File: src/rtl/sys_wr_control.sv
// sys_wr_control: write-side address/enable sequencer for the systolic output
// memory. Produces a diagonal wavefront of per-lane write enables (growing for
// N cycles, shrinking for N-1) and per-lane row addresses starting at base_addr.
// Optional feature macro: SYS_WR_CONTROL_STRIDE_EN adds a row_stride input that
// replaces the fixed +1 address increment.
module sys_wr_control #(
    parameter int WIDTH_HEIGHT = 16,
    parameter int ADDR_W       = 8
) (
    input  logic                           clk,
    input  logic                           reset,
    input  logic                           active,
    input  logic [ADDR_W-1:0]              base_addr,
`ifdef SYS_WR_CONTROL_STRIDE_EN
    input  logic [ADDR_W-1:0]              row_stride,
`endif
    output logic [WIDTH_HEIGHT-1:0]        wr_en,
    output logic [WIDTH_HEIGHT*ADDR_W-1:0] wr_addr,
    output logic                           busy,
    output logic                           done
);

    localparam int CNT_W = $clog2(2 * WIDTH_HEIGHT) + 1;
    localparam logic [CNT_W-1:0] FILL_LAST  = CNT_W'(WIDTH_HEIGHT - 1);
    localparam logic [CNT_W-1:0] DRAIN_LAST = CNT_W'(WIDTH_HEIGHT - 2);

    typedef enum logic [1:0] {
        IDLE  = 2'd0,
        FILL  = 2'd1,
        DRAIN = 2'd2
    } state_t;

    state_t                           state_q, state_d;
    logic [CNT_W-1:0]                 cnt_q, cnt_d;
    logic [WIDTH_HEIGHT-1:0]          wr_en_q, wr_en_d;
    logic [WIDTH_HEIGHT*ADDR_W-1:0]   addr_q, addr_d;
    logic                             busy_q, busy_d;
    logic                             done_q, done_d;
    logic [ADDR_W-1:0]                step;

`ifdef SYS_WR_CONTROL_STRIDE_EN
    logic [ADDR_W-1:0]                stride_q, stride_d;
    assign step = stride_q;
`else
    assign step = ADDR_W'(1);
`endif

    // Next-state logic: wavefront shaping, cycle counting and per-lane address advance
    always_comb begin
        state_d = state_q;
        cnt_d   = cnt_q;
        wr_en_d = wr_en_q;
        busy_d  = busy_q;
        done_d  = 1'b0;
`ifdef SYS_WR_CONTROL_STRIDE_EN
        stride_d = stride_q;
`endif
        // a lane advances on the edge after each cycle it was enabled; this
        // also covers the final increment of the last lane on the done edge
        for (int unsigned i = 0; i < WIDTH_HEIGHT; i++) begin
            addr_d[i*ADDR_W +: ADDR_W] = addr_q[i*ADDR_W +: ADDR_W]
                                         + (wr_en_q[i] ? step : '0);
        end

        case (state_q)
            IDLE: begin
                if (active) begin
                    state_d = FILL;
                    cnt_d   = '0;
                    wr_en_d = {{(WIDTH_HEIGHT-1){1'b0}}, 1'b1};
                    busy_d  = 1'b1;
                    addr_d  = {WIDTH_HEIGHT{base_addr}};
`ifdef SYS_WR_CONTROL_STRIDE_EN
                    stride_d = row_stride;
`endif
                end
            end
            FILL: begin
                if (cnt_q == FILL_LAST) begin
                    // leaving FILL already performs the first drain shift
                    state_d = DRAIN;
                    cnt_d   = '0;
                    wr_en_d = wr_en_q << 1;
                end else begin
                    cnt_d   = cnt_q + CNT_W'(1);
                    wr_en_d = {wr_en_q[WIDTH_HEIGHT-2:0], 1'b1};
                end
            end
            DRAIN: begin
                wr_en_d = wr_en_q << 1;
                if (cnt_q == DRAIN_LAST) begin
                    state_d = IDLE;
                    cnt_d   = '0;
                    busy_d  = 1'b0;
                    done_d  = 1'b1;
                end else begin
                    cnt_d = cnt_q + CNT_W'(1);
                end
            end
            default: begin
                state_d = IDLE;
                cnt_d   = '0;
                wr_en_d = '0;
                busy_d  = 1'b0;
            end
        endcase
    end

    // State and registered outputs; synchronous reset has priority over active
    always_ff @(posedge clk) begin
        if (reset) begin
            state_q  <= IDLE;
            cnt_q    <= '0;
            wr_en_q  <= '0;
            addr_q   <= '0;
            busy_q   <= 1'b0;
            done_q   <= 1'b0;
`ifdef SYS_WR_CONTROL_STRIDE_EN
            stride_q <= '0;
`endif
        end else begin
            state_q  <= state_d;
            cnt_q    <= cnt_d;
            wr_en_q  <= wr_en_d;
            addr_q   <= addr_d;
            busy_q   <= busy_d;
            done_q   <= done_d;
`ifdef SYS_WR_CONTROL_STRIDE_EN
            stride_q <= stride_d;
`endif
        end
    end

    assign wr_en   = wr_en_q;
    assign wr_addr = addr_q;
    assign busy    = busy_q;
    assign done    = done_q;

endmodule

File: config.mk
export PLATFORM = sky130hd
export DESIGN_NAME = sys_wr_control
export DESIGN_NICKNAME = d
export VERILOG_FILES = /design/src/rtl/sys_wr_control.sv
export SDC_FILE = /design/constraint.sdc
export NUM_CORES = 1
export LEC_CHECK = 0
export CAP_MARGIN = 15
export CELL_PAD_IN_SITES_DETAIL_PLACEMENT = 1
export CELL_PAD_IN_SITES_GLOBAL_PLACEMENT = 2
export CORE_MARGIN = 2
export CORE_UTILIZATION = 30
export CTS_CLUSTER_DIAMETER = 30
export DETAILED_ROUTE_END_ITERATION = 6
export GPL_TIMING_DRIVEN = 0
export PLACE_DENSITY_LB_ADDON = 0.1
export SLEW_MARGIN = 25
export SYNTH_ARGS = -nofsm -noshare
export SYNTH_HDL_FRONTEND = slang
export SYNTH_SLANG_ARGS = --single-unit
File: constraint.sdc
create_clock -name clk -period 2.1 [get_ports clk]
set_input_delay 0.21 -clock clk [delete_from_list [all_inputs] [get_ports clk]]
set_output_delay 0.21 -clock clk [all_outputs]
set_load 0.005 [all_outputs]
==> impl_metrics.csv <==
group,metric,value,unit
global_route,grt_max_degree,17,
worst_setup_path,cp_data_arrival_time,2.31,ns
timing,worst_slew_pin_slew,0.617,ns
yosys,synth.area.top_cells,"dfxtp_1 (48%), a21oi_1 (9.7%), xor2_1 (9.5%)",
pwr,clkPwrFrac,25.8,%
route,via_count,5722,
route,top_layer_used,"met4",
cts,clock-root-buffer,"clkbuf_16",
yosys,synth_area,0.00648,mm²
pwr,vdd_ir_drop_max,615,µV
worst_setup_path,crit_cells,6,
cts,postCtsSetupBuffers,0,
route,antenna_left,0,
cells_and_area,antenna_cells,0,
die,die-area,0.0228,mm²
die,fp.coreArea,0.0211,mm²
run,max_cap_violations,0,
pwr,sw_frac_of_total,35.5,%
cells_and_area,layout-drive-gt1-share,8.55,%
global_route,grt_overflow,0,
yosys,avgSynthCellArea,9.53,µm²
die,boundaryPins,157,
timing,fin_tns_setup,0,ns
worst_setup_path,reg2reg_from,"state_q[0]",
place,dp_slack,-0.0685,ns
route,drtIter0Drc,187,
timing,relSlewSlack,58.9,%
yosys,synth_nets,729,
cts,cts_hold_repair.buffers,0,
worst_setup_path,crit_type,"flop to flop",
yosys,yosysWarnings,0,
cts,cts_buffer_depth,2,
die,die_h,151,µm
route,drt-total-wl,21500,µm
worst_setup_path,cp_max_fo,10,
min_path,min_delay_path_depth,3,
cells_and_area,fillCellCount,2420,
min_path,hp-start,"active",
yosys,yosys.area.top_type,"dfxtp_1",
timing,hold_ws,0.193,ns
worst_setup_path,crit_buf_inv,2,
worst_setup_path,crit_required,2.39,ns
run_status,status,"finished, final reports clean",
place,dpl.cell_count,1109,
cells_and_area,final_cell_mix,"dfxtp_1 (154), clkdlybuf4s50_1 (154), a21oi_1 (126)",
timing,setup_ws,0.0821,ns
worst_setup_path,worstPathCellList,"inv_1 -> ha_1 -> nand2_4 -> o21ai_4 -> buf_2 -> a21oi_1",
cts,worstSkewPairLatency,0.42,ns
place,port_buffers,154,
route,wl_per_cell,18.8,µm
timing,hold_viol,0,
die,num_rows,53,
worst_setup_path,startpoint_type,"flop",
cells_and_area,fin_nets,901,
cells_and_area,syn_to_final_growth,38.7,%
pwr,power_density,1280,mW/mm²
timing,fmax,0.496,GHz
worst_setup_path,slowest_delay,0.39,ns
pwr,combPwrFrac,35.0,%
pwr,p_int,0.00743,W
pwr,p_leak,3.46,nW
worst_setup_path,cp_slowest_cell,"buf_2",
timing,slew_violations,0,
cts,numCtsBuffers,17,
min_path,worstHoldEndpoint,"wr_en[0]",
route,drc_errors,0,
worst_setup_path,r2r_slack,0.08,ns
worst_setup_path,worstReg2RegEnd,"wr_addr[63]",
timing,fin_crit,2.02,ns
route,routedLengthMet1,9520,µm
pwr,seqPwrFrac,39.2,%
die,die_w,151,µm
global_route,grt_pass1_wl,33400,µm
route,first_pass_iters,4,
route,via_per_inst,5.02,
place,place_hpwl,15900,µm
yosys,ys_seq_elements,154,
cts,path_clk_slew,0.06,ns
global_route,antenna_found_initial,0,
global_route,grt_pass1_vias,5918,
yosys,synth_cell_types,36,
cts,clock-sinks,154,
pwr,p_switching,0.00408,W
yosys,synth_cells,680,
cts,cts_tree,"done",
cells_and_area,finalNonFillerCells,1140,
route,wl_met2,10800,µm
timing,setup_violations,0,
die,initial_core_util,30.7,%
place,gp_congestion,0.802,
global_route,grt_util_all_layers,19.3,%
timing,min_period_over_period,96.1,%
worst_setup_path,r2r_cells,6,
worst_setup_path,path_delay_family,"buffers and inverters",
worst_setup_path,worst_setup_path_end_kind,"flop",
timing,clock_skew,0.00837,ns
cells_and_area,final_util,42.6,%
min_path,hold_path_class,"input port to flop",
yosys,yosysSeqAreaShare,47.5,%
yosys,synth_top_cell_area_share,47.5,%
route,wl_met3,813,µm
cts,cts_max_level,4,
==> synth_stat cells <==
cell type	n
xnor2_1	26
nand3_1	63
clkbuf_1	10
and3_1	30
buf_2	20
and2b_4	1
nand2_1	11
inv_2	1
o21a_1	4
a22oi_1	15
o21ai_2	7
xor2_1	70
a221o_1	1
o311a_2	1
a211oi_2	1
o211ai_1	1
o21ai_4	1
nand2b_1	2
buf_6	2
buf_4	2
or3_1	1
nor3_1	1
a21oi_1	126
nand2_2	1
o2111ai_1	1
nor3_4	1
nand3b_1	1
and4_1	4
a311oi_1	3
nor2_1	61
nand4_1	5
inv_1	6
dfxtp_1	154
a31oi_1	7
ha_1	38
or2_4	1
==> flip-flops by register name (all words and copies together), names as in the netlist <==
| signal | cells |
|---|---|
| state_q | 2 |
| cnt_q | 6 |
| done | 1 |
| busy | 1 |
| wr_addr | 128 |
| wr_en | 16 |
==> through the flow <==
step | cell area [µm²] | total power [W]
after global placement | 8370 | 0.00844
final | 8990 | 0.0115
after detailed placement | 8370 | 0.00861
after global routing | 8990 | 0.0123
after floorplan | 6480 | 0.00626
after CTS | 8930 | 0.0116
==> how the worst max path moves through the flow <==
stage	slack, ns	from	endpoint
final	0.08	state_q[0]	wr_addr[63]
after global routing	-0.02	state_q[0]	wr_addr[95]
after CTS	-0.08	state_q[0]	wr_addr[63]
after detailed placement	-0.07	state_q[0]	wr_addr[103]
after global placement	-0.007	state_q[0]	wr_addr[87]
after floorplan	0.57	state_q[0]	wr_addr[100]
==> worst reg2reg max path: cells and delay by family (launching register included) <==
family,cells,cell delay (ns)
AO/OA/AOI/OAI,2,0.46
adder cells (fa/ha/maj),1,0.38
buffers and inverters,2,0.50
flip-flops,1,0.35
AND/OR/NAND/NOR,1,0.22
==> kinds of logic (layout without fill, tap and decap cells) <==
family / Yosys count / after routing / synth area share (%)
xor+xnor: 96 / 96 / 13.0
flops: 154 / 154 / 47.5
simple gates: 183 / 183 / 14.1
buf+inv: 41 / 226 / 3.11
compound gates: 168 / 168 / 15.0
fa+ha+maj: 38 / 38 / 7.33
==> final cells by class <==
type	instances	area [µm²]	share of cell area [%]
plain buffers	33	184	2.05
flip-flops and latches	154	3080	34.3
well taps	275	344	3.83
inverters	7	26.3	0.292
multi-input cells	485	3250	36.1
clock buffers	17	425	4.73
repair buffers	154	1540	17.1
clock inverters	15	138	1.53
==> per-layer routing <==
layer / up-vias / global-route usage (%)
li1: 2741 / -
met1: 2840 / 24.9
met2: 120 / 32.8
met3: 21 / 3.92
met4: 0 / 5.65
met5: - / 0
==> power groups by stage <==
| stage | sequential, W | clock (W) | combinational (W) |
|---|---|---|---|
| 6_report | 0.00451 | 0.00297 | 0.00403 |
| 5_1_grt | 0.00465 | 0.00318 | 0.00444 |
| 4_1_cts | 0.00453 | 0.00306 | 0.00404 |
| 3_5_place_dp | 0.00458 | 0 | 0.00402 |
| 3_3_place_gp | 0.00453 | 0 | 0.00391 |
| 2_1_floorplan | 0.00445 | 0 | 0.00181 |
==> what timing repair did <==
item                       4_1_cts  5_1_grt
setup endpoints to repair       43       89
pin swaps                        0        0
gates resized for setup          1       14
Note: power is estimated with default switching activity, not from simulation.
==> variant: new RTL, same flow settings <==
Encoding of `state_t`: now one-hot (3 bits for 3 states).
--- a/src/rtl/sys_wr_control.sv
+++ b/src/rtl/sys_wr_control.sv
@@ -24,10 +24,10 @@
     localparam logic [CNT_W-1:0] FILL_LAST  = CNT_W'(WIDTH_HEIGHT - 1);
     localparam logic [CNT_W-1:0] DRAIN_LAST = CNT_W'(WIDTH_HEIGHT - 2);
 
-    typedef enum logic [1:0] {
-        IDLE  = 2'd0,
-        FILL  = 2'd1,
-        DRAIN = 2'd2
+    typedef enum logic [2:0] {
+        IDLE  = 3'b001,
+        FILL  = 3'b010,
+        DRAIN = 3'b100
     } state_t;
 
     state_t                           state_q, state_d;
Function: no difference found for any inputs over 4 cycles, from zero or initial values and one cycle with reset high; so few cycles prove little.
==> variant against the original RTL <==
Die area grew 0.62%; fmax increased by 8.5%; wire length rose by 0.58%; sequential share of layout area grew 0.15 points; count of clock-buffer cells in the layout unchanged; via count decreased by 0.59%; first-iteration DRC count up 4.3%; sequential cell count increased by 1; design area is 0.21% higher; worst setup slack better by 0.16 ns; area after synthesis grew 0.64%; largest cell class unchanged; highest routed layer unchanged.
Power is not compared: it rests on default switching activity, and its combinational part moved more than twofold at a synthesized area within 25%.
==> variant: results (changes against the original RTL) <==
Yosys
  • Async set-reset flop share out of synthesis: 0 (unchanged)
  • Sequential area share after synthesis: 0.476 (about the same)
  • Synth top area cells: dfxtp_1, a21oi_1, xor2_1
  • Top cells by count, synth: dfxtp_1, a21oi_1, xor2_1
  • Library cells used by synthesis: 35 (-2.8%)
  • Post-Syn Area per Cell: 9.67 um2 (+1.4%)
  • Post-Syn Nets: 720 (-1.2%)
  • Ys Warns: 0 (unchanged)

Worst setup path
  • R2R Setup Slk: 0.24 ns (+0.16 ns)
  • Slowest-stage cell, CP: dfxtp_1
  • Max incr delay on CP: 0.50 ns (+0.11 ns)
  • WS Path Type: reg2reg
  • CP arrival: 2.17 ns (-0.14 ns)

Global routing
  • First-pass GRT wire length: 33100 um (-0.89%)
  • Vias in the first global route: 6086 (+2.8%)
  • Initial antenna violation count: 0 (unchanged)
  • GRT Util Overall: 0.192 (-0.00139)
  • Largest net degree at the start of global routing: 17 (unchanged)

Routing
  • Wire length per cell: 19.0 um (+0.76%)
  • First DRT Iteration DRCs: 195 (+4.3%)
  • Vias: 5688 (-0.59%)
  • TritonRoute pass-1 iters: 4 (unchanged)

Clocking
  • Max Buffers Root-to-Sink: 2 (unchanged)
  • Clock Pin Slew Worst Setup and Hold Paths: around 0.07 ns
  • Setup Buffers After CTS: 0 (unchanged)
  • Clk_lat worst skew: 0.43 ns
  • PostCTS Resize Cnt: 0 (-1)
  • H-tree depth: 4 (unchanged)

Cells and area
  • Fin cells: 1138 (-0.18%)
  • Ant diodes: 0 (unchanged)
  • Final Net Count: 895 (-0.67%)
  • FILL cells: 2356 (-2.6%)
  • Share of cells above drive strength 1: 0.0823 (-0.00328)
  • Max FFs per register: 128 (unchanged)

Outcome
  • Status: finished clean

Placement
  • GPL Wtd Cong: 0.811 (+1.1%)
  • IO buf count: 156 (+1.3%)
  • DP HPWL: 16000 um (+0.80%)

Pwr
  • Peak supply drop: roughly 600 uV

Min path
  • Worst min path class: reg2reg

STA
  • Fin Setup TNS: 0 ns (unchanged)
  • Rel. slew slack: 0.564 (-0.0246)
  • Max Clock Skew: 0.0121 ns (+0.00369 ns)
variant: report_power, final:
part	total, mW	switching (mW)	internal [mW]
clock	3.06	1.38	1.68
combinational	1.09	0.492	0.598
sequential	3.42	0.254	3.17
total	7.57	2.13	5.44
variant: critical path, delay by kind of cell (launching register included):
kind,cells,cell delay (ns)
and+or+nand+nor,2,0.37
buffers and inverters,2,0.47
AOI/OAI and AO/OA,2,0.40
DFF,1,0.50
variant: final cells by class:
class,count,share of cell area
multi-input combinational,484,0.357
sequential,155,0.344
timing repair buffer,156,0.173
clock buffer,17,0.0472
tap,275,0.0382
buffer,33,0.0219
clock inverter,15,0.0172
inverter,3,0.00125
variant: layer usage:
| layer | track usage | part of all wire | wire, um |
|---|---|---|---|
| met1 | 0.230 | 0.44 | 9480 |
| met5 | 0 | 0 | 0 |
| met3 | 0.0494 | 0.047 | 1010 |
| met4 | 0.0523 | 0.012 | 263 |
| met2 | 0.341 | 0.50 | 10800 |
variant: cell families (layout without fill, tap and decap cells):
| family | count (synthesis) | count (layout) | synth area share |
|---|---|---|---|
| AO/OA/AOI/OAI | 170 | 170 | 0.156 |
| XOR/XNOR | 95 | 95 | 0.128 |
| adder cells (fa/ha/maj) | 34 | 34 | 0.0652 |
| buffers and inverters | 36 | 224 | 0.0320 |
| flip-flops | 155 | 155 | 0.476 |
| AND/OR/NAND/NOR | 185 | 185 | 0.143 |
variant: final timing paths:
kind,depth (start not counted),from,end
worst max-delay path,6,state_q[0]$_SDFFE_PP1P_,wr_addr[62]$_SDFF_PP0_
worst min-delay path,2,busy$_SDFFE_PP0P_,busy$_SDFFE_PP0P_
worst max register to register,6,state_q[0]$_SDFFE_PP1P_,wr_addr[62]$_SDFF_PP0_
worst min register to register,2,busy$_SDFFE_PP0P_,busy$_SDFFE_PP0P_
variant: metrics by stage:
| step | utilization | setup slack (ns) | cell area (um2) | hold slack, ns |
|---|---|---|---|---|
| final | 0.426 | 0.240 | 9010 | 0.471 |
| after global routing | 0.426 | 0.116 | 9010 | 0.516 |
| after CTS | 0.426 | 0.203 | 9010 | 0.478 |
| after detailed placement | 0.399 | -0.0906 | 8430 | 0.467 |
| after global placement | 0.399 | -0.0648 | 8430 | 0.457 |
| after floorplan | - | 0.675 | 6530 | 0.403 |
